**src/rtl/pc_sequencer.sv**
```systemverilog
// pc_sequencer: registered program counter with stall, PC-relative branch,
// absolute jump, halt/resume and a one-deep pending-redirect buffer.
//
// Ports:
//   clk, rst_n   rising-edge clock, asynchronous active-low reset
//   stall_i      hold PC this cycle (live redirect is buffered)
//   halt_i       enter HALT (sampled in RUN only)
//   resume_i     leave HALT
//   branch_i     take branch to pc_o + STEP + sext(offset_i)
//   offset_i     signed branch offset
//   jump_i       take absolute jump to target_i (wins over branch_i)
//   target_i     absolute jump target
//   pc_o         current PC (registered)
//   pc_next_o    pc_o + STEP, combinational (return address)
//   pc_valid_o   pc_o is fetchable (RUN state)
//   pend_o       a redirect is held in the pending buffer
//   wrap_o       one-cycle pulse after a sequential advance that wrapped
module pc_sequencer #(
    parameter int unsigned ADDR_W = 16,
    parameter int unsigned OFF_W  = 8,
    parameter int unsigned STEP   = 1,
    parameter logic [ADDR_W-1:0] RESET_ADDR = '0
) (
    input  logic              clk,
    input  logic              rst_n,
    input  logic              stall_i,
    input  logic              halt_i,
    input  logic              resume_i,
    input  logic              branch_i,
    input  logic [OFF_W-1:0]  offset_i,
    input  logic              jump_i,
    input  logic [ADDR_W-1:0] target_i,
    output logic [ADDR_W-1:0] pc_o,
    output logic [ADDR_W-1:0] pc_next_o,
    output logic              pc_valid_o,
    output logic              pend_o,
    output logic              wrap_o
);

    localparam int unsigned SUM_W = ADDR_W + 1;

    typedef enum logic [1:0] {
        ST_BOOT = 2'd0,
        ST_RUN  = 2'd1,
        ST_HALT = 2'd2
    } state_t;

    state_t            state_q, state_d;
    logic [ADDR_W-1:0] pc_q, pc_d;
    logic              pend_q, pend_d;
    logic [ADDR_W-1:0] tgt_q, tgt_d;
    logic              wrap_q, wrap_d;
    logic              valid_q;

    logic [SUM_W-1:0]  seq_sum;
    logic [ADDR_W-1:0] seq_pc;
    logic              seq_carry;
    logic [ADDR_W-1:0] branch_tgt;
    logic              live;
    logic [ADDR_W-1:0] live_tgt;

    // Sequential successor with carry-out to detect wrap past all-ones.
    assign seq_sum   = SUM_W'(pc_q) + SUM_W'(STEP);
    assign seq_pc    = seq_sum[ADDR_W-1:0];
    assign seq_carry = seq_sum[ADDR_W];

    // Live redirect target; jump has priority over branch.
    assign branch_tgt = seq_pc + ADDR_W'($signed(offset_i));
    assign live       = jump_i | branch_i;
    assign live_tgt   = jump_i ? target_i : branch_tgt;

    assign pc_o       = pc_q;
    assign pc_next_o  = seq_pc;
    assign pc_valid_o = valid_q;
    assign pend_o     = pend_q;
    assign wrap_o     = wrap_q;

    // State and datapath registers.
    always_ff @(posedge clk or negedge rst_n) begin
        if (!rst_n) begin
            state_q <= ST_BOOT;
            pc_q    <= RESET_ADDR;
            pend_q  <= 1'b0;
            tgt_q   <= '0;
            wrap_q  <= 1'b0;
            valid_q <= 1'b0;
        end else begin
            state_q <= state_d;
            pc_q    <= pc_d;
            pend_q  <= pend_d;
            tgt_q   <= tgt_d;
            wrap_q  <= wrap_d;
            valid_q <= (state_d == ST_RUN);
        end
    end

    // Next-state and next-PC selection.
    always_comb begin
        state_d = state_q;
        pc_d    = pc_q;
        pend_d  = pend_q;
        tgt_d   = tgt_q;
        wrap_d  = 1'b0;

        unique case (state_q)
            ST_BOOT: begin
                state_d = ST_RUN;
            end
            ST_RUN: begin
                if (!stall_i && !halt_i) begin
                    if (live) begin
                        pc_d   = live_tgt;
                        pend_d = 1'b0;
                    end else if (pend_q) begin
                        pc_d   = tgt_q;
                        pend_d = 1'b0;
                    end else begin
                        pc_d   = seq_pc;
                        wrap_d = seq_carry;
                    end
                end else begin
                    // PC holds; newest redirect replaces any older pending one.
                    if (live) begin
                        pend_d = 1'b1;
                        tgt_d  = live_tgt;
                    end
                    if (halt_i) begin
                        state_d = ST_HALT;
                    end
                end
            end
            ST_HALT: begin
                if (live) begin
                    pend_d = 1'b1;
                    tgt_d  = live_tgt;
                end
                if (resume_i) begin
                    state_d = ST_RUN;
                end
            end
            default: begin
                state_d = ST_BOOT;
            end
        endcase
    end

endmodule

```
**config.mk**
```make
export PLATFORM = sky130hd
export DESIGN_NAME = pc_sequencer
export DESIGN_NICKNAME = d
export VERILOG_FILES = /design/src/rtl/pc_sequencer.sv
export SDC_FILE = /design/constraint.sdc
export NUM_CORES = 1
export LEC_CHECK = 0
export CAP_MARGIN = 20
export CORE_AREA = 10 10 124 126
export DETAILED_ROUTE_END_ITERATION = 10
export DIE_AREA = 0 0 134 136
export PLACE_DENSITY = 0.46
export SETUP_SLACK_MARGIN = 0.05
export SYNTH_ARGS = -nofsm -noshare
export SYNTH_HDL_FRONTEND = slang
export SYNTH_SLANG_ARGS = --single-unit
```
**constraint.sdc**
```tcl
create_clock -name clk -period 7.6 [get_ports clk]
set_input_delay 1.14 -clock clk [delete_from_list [all_inputs] [get_ports clk]]
set_output_delay 1.14 -clock clk [all_outputs]
set_load 0.02 [all_outputs]
```
* Yosys cells after proc, flatten, opt, wreduce, memory -nomap -nowiden
Cells that the tools add are included.
** Word-level totals
- Register bits :: 37
- Bits of input ports :: 31
- Output and inout bits :: 35
- Word-level logic and storage cells :: 37
** Operators by class
- Add/subtract/negate cells :: 2
- Eq/ne operators :: 4
- Multiplexer cells :: 17
- Bitwise gates (word level) :: 1
- Reduce and logical (&&, ||, !) cells :: 7
** Operators with widths (count)
- two-way mux 16 bit :: 5
- one-hot mux 16 bit (2 select lines) :: 1
- adder 16 x 1 -> 17 bit (second input constant) :: 1
- adder 16 bit :: 1
- two-way mux 1 bit :: 6
- two-way mux 2 bit :: 3
- one-hot mux 2 bit (3 select lines) :: 1
- == test 2 x 1 -> 1 bit (second input constant) :: 2
- AND reduction 2 bit :: 2
- == test 2 bit (second input constant) :: 1
- zero test 1 bit :: 2
- zero test 2 bit :: 1
- != test 2 bit (second input constant) :: 1
- one-hot mux 1 bit (2 select lines) :: 1
- nonzero test 2 bit :: 1
- logical AND 1 bit :: 1
- bitwise OR 1 bit :: 1

* Depth between registers and ports, before layout
Gate-level depths: netlist of the first run.
- Word-level depth :: 6
- Mapped depth :: 13
- Gate-level depth less buffers :: 12

* Least setup slack after synthesis of the first run
Ideal clock, no wire load.
- Kind :: reg-to-reg
- Start point :: register pc_q[0], in the netlist pc_o[0]
- End point :: register tgt_q[14]
- Library setup time :: 0.069 ns
- Arrival :: 3.410 ns
- Required time :: 7.531 ns
- Slack :: 4.121 ns
- Cell stages (with the launch flop) :: 14
- Path buffers :: 1
- Period minus slack after synthesis :: 3.479 ns
- Path through :: dfrtp_1 -> ha_1 -> and2_1 -> nand3_1 -> or3_1 -> xnor2_1 -> ha_1 -> clkbuf_1 -> o21a_1 -> o21a_1 -> o21ai_0 -> a21oi_1 -> or4b_1 -> nand3_1
** Between the ends
- Longest elaborated chain between the ends :: 6
** RTL lines
- from (decl) :: RTL line 49 : logic [ADDR_W-1:0] pc_q, pc_d;
- from (signal assigned) :: RTL line 89 : pc_q <= pc_d;
- adder 16 x 1 -> 17 bit (*) :: RTL line 63 : assign seq_sum = SUM_W'(pc_q) + SUM_W'(STEP);
- named net pc_next_o[10] :: RTL line 34 : output logic [ADDR_W-1:0] pc_next_o,
- adder 16 bit (*) :: RTL line 68 : assign branch_tgt = seq_pc + ADDR_W'($signed(offset_i));
- two-way mux 16 bit (*) :: RTL line 70 : assign live_tgt = jump_i ? target_i : branch_tgt;
- two-way mux 16 bit (*) :: RTL line 123, 133
- two-way mux 16 bit :: RTL line 110 : if (!stall_i && !halt_i) begin
- one-hot mux 16 bit (2 select lines) (*) :: RTL line 105 : unique case (state_q)
- to (signal assigned) :: RTL line 91 : tgt_q <= tgt_d;
- to (decl) :: RTL line 51 : logic [ADDR_W-1:0] tgt_q, tgt_d;
Mark *: on every way through the listed nets, which the timed path passes. The rest lies on a longest branch. The select of a mux whose other input is x is not followed.
A chain may end at the register's enable or synchronous reset.

* Worst setup path after layout of the first run
- Start point :: register pc_q[0], in the netlist pc_o[0]
- End point :: output port pc_next_o[14]
** Between the ends
- Longest elaborated chain between the ends :: 1
** RTL lines (RTL line)
- adder 16 x 1 -> 17 bit :: 63
- to (decl) :: 34
No other way between the ends.

==> results of run 1 <==
[worst max-delay path: stages (launching register included)]
cell and delay (ps):
dfrtp_1 420, ha_1 230, and2_1 200, nand3_1 130
nor3_1 490, nand3_1 240, xnor2_1 250, clkdlybuf4s50_1 670
[where the power goes]
| part | internal, mW | total (mW) | switching, mW |
|---|---|---|---|
| clock network | 0.139 | 0.223 | 0.0840 |
| registers | 0.290 | 0.420 | 0.130 |
| logic | 0.506 | 1.18 | 0.678 |
| total | 0.936 | 1.83 | 0.892 |
[logic make-up after synthesis]
logic type      synth area share, %
compound gates                24.91
fa+ha+maj                     10.17
simple gates                  19.63
mux                           3.258
flops                         29.40
xor+xnor                      8.343
buf+inv                       4.291
[flip-flops by register name (all words and copies together), names as in the netlist]
name,count
pc_valid_o,1
tgt_q,16
wrap_o,1
state_q,2
pc_o,16
pend_o,1
[routing by layer]
layer,GRT usage [%],vias to the layer above,routed length [um]
met3,3.210,15,532
met5,0,-,0
met1,14.79,1402,5051
met2,20.62,82,5159
li1,-,1497,-
met4,3.446,0,214
[stage by stage]
stage / power [mW] / area, um^2 / hold WS (ps) / util (%) / std cells
after floorplan: 1.159 / 3149 / 441.3 / - / 384
after global placement: 1.615 / 3940 / 460.6 / 30.35 / 605
after detailed placement: 1.616 / 3940 / 471.6 / 30.35 / 605
after CTS: 1.849 / 4098 / 484.8 / 31.57 / 613
after global routing: 1.982 / 4098 / 509.4 / 31.57 / 613
final: 1.827 / 4098 / 484.1 / 31.57 / 613
[cells in the mapped netlist, drive strengths merged, types with 8 or more instances]
cell type / n
nand2: 44
mux2i: 8
a31oi: 9
clkbuf: 18
xor2: 8
inv: 14
nand3: 14
nor2: 25
ha: 24
a21oi: 33
dfrtp: 37
o21ai: 28
xnor2: 22
o21a: 9
o211ai: 12
[cells in the final DEF, fill, tap and decap left out, drive strengths merged, types with 2 or more instances in the layout]
cell           count
o31ai              2
xor2               8
o211ai            12
or3                3
nand4              6
a221oi             3
a211o              2
nor2b              2
nand2             44
nand2b             6
nor3               5
or2                2
inv               14
buf                2
a21boi             2
a21o               7
a211oi             2
clkbuf             7
clkdlybuf4s50     64
and2               4
a32o               3
o311ai             2
nand3             14
nor2              25
a31oi              9
mux2               2
dfrtp             37
mux2i              8
a21oi             33
o21a               9
o22ai              2
xnor2             22
and3               5
o21ai             28
ha                24
[cell type report]
| cell class | instances | share of cell area (%) |
|---|---|---|
| tap | 176 | 5.374 |
| sequential | 37 | 22.60 |
| clock inverter | 1 | 0.1221 |
| inverter | 14 | 1.282 |
| timing repair buffer | 66 | 15.94 |
| multi-input combinational | 312 | 50.96 |
| clock buffer | 7 | 3.725 |
[final timing paths]
| check | slack (ps) | start | endpoint | cells past startpoint |
|---|---|---|---|---|
| worst max-delay path | 3550 | pc_o[0]$_DFFE_PN0P_ | pc_next_o[14] | 7 |
| worst min-delay path | 480 | tgt_q[10]$_DFFE_PN0P_ | tgt_q[10]$_DFFE_PN0P_ | 2 |
| worst max register to register | 4060 | pc_o[0]$_DFFE_PN0P_ | pc_o[15]$_DFFE_PN0P_ | 12 |
| worst min register to register | 480 | tgt_q[10]$_DFFE_PN0P_ | tgt_q[10]$_DFFE_PN0P_ | 2 |
| max in group asynchronous | 6060 | rst_n | pc_o[14]$_DFFE_PN0P_ | 1 |
| min in group asynchronous | 980 | rst_n | pc_o[2]$_DFFE_PN0P_ | 1 |
==> results.json, run 1 <==
{
  "drc": 0,
  "grt_pass1_wl_um": 17660,
  "rsz0062_at_grt": "no",
  "ys_types": 52,
  "min_period_ps": 4053,
  "crit_required_ps": 6460,
  "setup_viol": 0,
  "die_width_um": 134,
  "clock_latency_ps": 280,
  "cts_tree": "yes",
  "cts_buffer_depth": 2,
  "antenna_found_initial": 0,
  "endpoint_kind": "primary output",
  "async_flop_share_pct": 100.0,
  "cts-buffers-inserted": 5,
  "core_mm2": 0.01298,
  "yosysWarnings": 0,
  "hold_viol_final": 0,
  "port_buffers": 65,
  "drt_wl_total_um": 10960,
  "gp_congestion": 0.8258,
  "routedWlPerCell_um": 17.87,
  "chipHeight_um": 136,
  "synth_cells": 384,
  "clock_skew_ps": 4.228,
  "vias": 2996,
  "synth_ff_type": "dfrtp_1",
  "post_cts_buffers": 0,
  "synth_seq_area_share_pct": 29.40,
  "status": "finished clean",
  "crit_fanout": 5,
  "synth_nets": 440,
  "start_kind": "flip-flop",
  "max_slew_margin_pct": 32.09,
  "drtIter0Drc": 133,
  "p_leak_nw": 1.677,
  "num_antenna_cells": 0,
  "cts_hold_buf": 0,
  "setup_ws_ps": 3547,
  "yosys_register_bits": 37,
  "grtUsageTotal_pct": 12.14,
  "path_class": "reg2out",
  "power_density_mw_per_mm2": 445.9,
  "clock_sinks": 37,
  "arrival_ps": 2910,
  "ir_worst_vdd_uv": 179.0,
  "htreeDepth": 2,
  "cts_resized": 0,
  "synth_area_per_cell_um2": 8.201,
  "fill_cells": 1385,
  "clk_pin_slew_worst_paths_ps": 60,
  "seqCellArea_um2": 925.9,
  "multi_input_area_mm2": 0.002088,
  "grt-ovfl-total": 0,
  "synthTopCellsByArea": "dfrtp_1 (29%), ha_1 (9.5%), xnor2_1 (6.1%)",
  "drt-vias-per-instance": 4.887,
  "tns_ps": 0,
  "ant_nets": 0,
  "synth_area_leader_cell": "dfrtp_1",
  "final_nets": 492,
  "synth_top_area_share_pct": 29.40,
  "fmax_mhz": 246.7,
  "root_buffer": "clkbuf_16",
  "synth_edf_count": 0,
  "drv_slew": 0,
  "firstDrtPassIters": 4,
  "syn2layout_area_growth_pct": 30.12,
  "tightest_slew_ps": 1019,
  "cap_violations": 0,
  "die_area_mm2": 0.01822,
  "grt_max_degree": 46,
  "place_hpwl_um": 8449,
  "core.rowCount": 42,
  "netlist_area_mm2": 0.003149,
  "preCtsSetupSlack_ps": 3687,
  "grt_pass1_vias": 3159,
  "holdCritPathClass": "reg2reg",
  "fin_crit_sh_pct": 53.33,
  "layout-drive-gt1-share_pct": 3.661,
  "ios": 66,
  "start_util_pct": 24.26
}
Note: power is estimated with default switching activity, not from simulation.
==> run 2: changes to the inputs <==
==> constraint.sdc (replaced) <==
create_clock -name clk -period 4.2 [get_ports clk]
set_input_delay 0.63 -clock clk [delete_from_list [all_inputs] [get_ports clk]]
set_output_delay 0.63 -clock clk [all_outputs]
set_load 0.02 [all_outputs]
==> run 2 against run 1 <==
Compared with the run above: worst hold slack worse by 8.9 ps; sequential share of layout area shrank 0.062 points; critical endpoint unchanged; critical path depth did not move; register-to-register slack lost 3300 ps; utilization grew 0.087 points; die area unchanged; global-route usage down 0.083 points; combinational power is 86% higher; sequential cell count stayed put; wire length shrank 0.48%; final area rose by 0.27%; largest cell class unchanged; cell count increased by 0.65%.
==> results.json, run 2 (synthesized netlist as in run 1, its figures left out) <==
{
  "r2r_cells": 12,
  "fin_crit_sh_pct": 85.55,
  "crit_fanout": 5,
  "fin_area_mm2": 0.004109,
  "grt_pass1_wl_um": 17530,
  "dr_wl_met3_um": 636,
  "place_area_mm2": 0.003970,
  "r2r-start": "pc_o[0]$_DFFE_PN0P_",
  "fill_cells": 1368,
  "routedWlPerCell_um": 17.67,
  "place_hpwl_um": 8441,
  "highest_layer": "met4",
  "port_buffers": 65,
  "cts_tree": "yes",
  "cts_resized": 0,
  "drv_slew": 0,
  "clock_sinks": 37,
  "power_density_mw_per_mm2": 795.3,
  "layout-drive-gt1-share_pct": 4.308,
  "path_class": "reg2out",
  "final_cell_mix": "clkdlybuf4s50_1 (64), nand2_1 (44), dfrtp_1 (37)",
  "start_kind": "flip-flop",
  "gp_congestion": 0.8409,
  "max_slew_margin_pct": 39.37,
  "ir_worst_vdd_uv": 397.6,
  "post_cts_buffers": 0,
  "r2r_end": "pc_o[13]$_DFFE_PN0P_",
  "endpoint_kind": "primary output",
  "grt-ovfl-total": 0,
  "tns_ps": 0,
  "drc": 0,
  "start_util_pct": 24.26,
  "status": "finished clean",
  "ios": 66,
  "final_util_pct": 31.66,
  "grt_max_degree": 45,
  "min_period_ps": 3593,
  "core_mm2": 0.01298,
  "clk_pin_slew_worst_paths_ps": 60,
  "num_antenna_cells": 0,
  "die_width_um": 134,
  "htreeDepth": 2,
  "clock_skew_ps": 7.301,
  "antenna_found_initial": 0,
  "drtIter0Drc": 150,
  "clock_latency_ps": 280,
  "final_nets": 496,
  "syn2layout_area_growth_pct": 30.47,
  "core.rowCount": 42,
  "die_area_mm2": 0.01822,
  "drt-vias-per-instance": 4.940,
  "cap_violations": 0,
  "cts-buffers-inserted": 5,
  "root_buffer": "clkbuf_16",
  "tightest_slew_ps": 909.4,
  "final_common_cell": "clkdlybuf4s50_1",
  "met1_length_um": 4926,
  "fmax_mhz": 278.3,
  "ant_nets": 0,
  "cts_buffer_depth": 2,
  "setup_viol": 0,
  "cts_hold_buf": 0,
  "p_leak_nw": 1.686,
  "hold_viol_final": 0,
  "chipHeight_um": 136,
  "holdCritPathClass": "in2async",
  "reg2reg_slack_ps": 720,
  "rsz0062_at_grt": "no",
  "arrival_ps": 2960,
  "vias": 3048,
  "grtUsageTotal_pct": 12.06,
  "crit_required_ps": 3570,
  "firstDrtPassIters": 4,
  "grt_pass1_vias": 3178,
  "wl_met2_um": 5147,
  "drt_wl_total_um": 10900
}
-- run 2: cell count changes in the layout (fill, tap and decap cells not counted), sizes merged --
cell / previous run / this run
buf: 2 / 6
clkbuf: 7 / 6
clkinv: 1 / 2
-- run 2: through the flow --
step,power [mW],cells,setup WS [ps],hold slack [ps]
global route,3.578,617,351.0,505.9
global placement,2.921,609,744.2,458.7
floorplan,2.097,384,721.4,334.4
CTS,3.316,617,525.3,479.7
finish,3.268,617,606.8,475.2
detailed placement,2.924,609,718.5,466.1
-- run 2: critical path, cell delays in order (launching register included) --
cell             delay [ps]
dfrtp_1                 440
ha_1                    230
and2_1                  190
nand3_1                 120
nor3_1                  490
nand3_1                 250
xnor2_1                 290
clkdlybuf4s50_1         670
-- run 2: report_power, final --
part           switching, mW  total [mW]  internal [mW]
Sequential             0.184       0.710          0.526
Combinational           1.26        2.19          0.927
Clock                  0.152       0.370          0.218
-- run 2: final cells by class --
type	instances	area, um^2	area share (%)
clock buffers	6	128.9	3.136
well taps	176	220.2	5.359
multi-input cells	312	2088	50.82
repair buffers	70	683.2	16.63
flip-flops and latches	37	925.9	22.53
inverters	14	52.55	1.279
clock inverters	2	10.01	0.2436
-- run 2: worst max-delay path by stage --
stage	startpoint	endpoint	slack, ps	cells after the start
after floorplan	pc_o[0]$_DFFE_PN0P_	tgt_q[14]$_DFFE_PN0P_	720	13
after global placement	pc_o[0]$_DFFE_PN0P_	pc_o[15]$_DFFE_PN0P_	740	12
after detailed placement	pc_o[0]$_DFFE_PN0P_	tgt_q[15]$_DFFE_PN0P_	720	12
after CTS	pc_o[0]$_DFFE_PN0P_	pc_next_o[14]	530	7
after global routing	pc_o[0]$_DFFE_PN0P_	pc_o[11]$_DFFE_PN0P_	350	12
final	pc_o[0]$_DFFE_PN0P_	pc_next_o[14]	610	7
-- run 2: per-layer routing --
metal,up-vias,GRT usage [%]
met5,-,0
met4,0,2.781
met3,10,3.801
met2,83,19.91
met1,1447,15.01
li1,1508,-
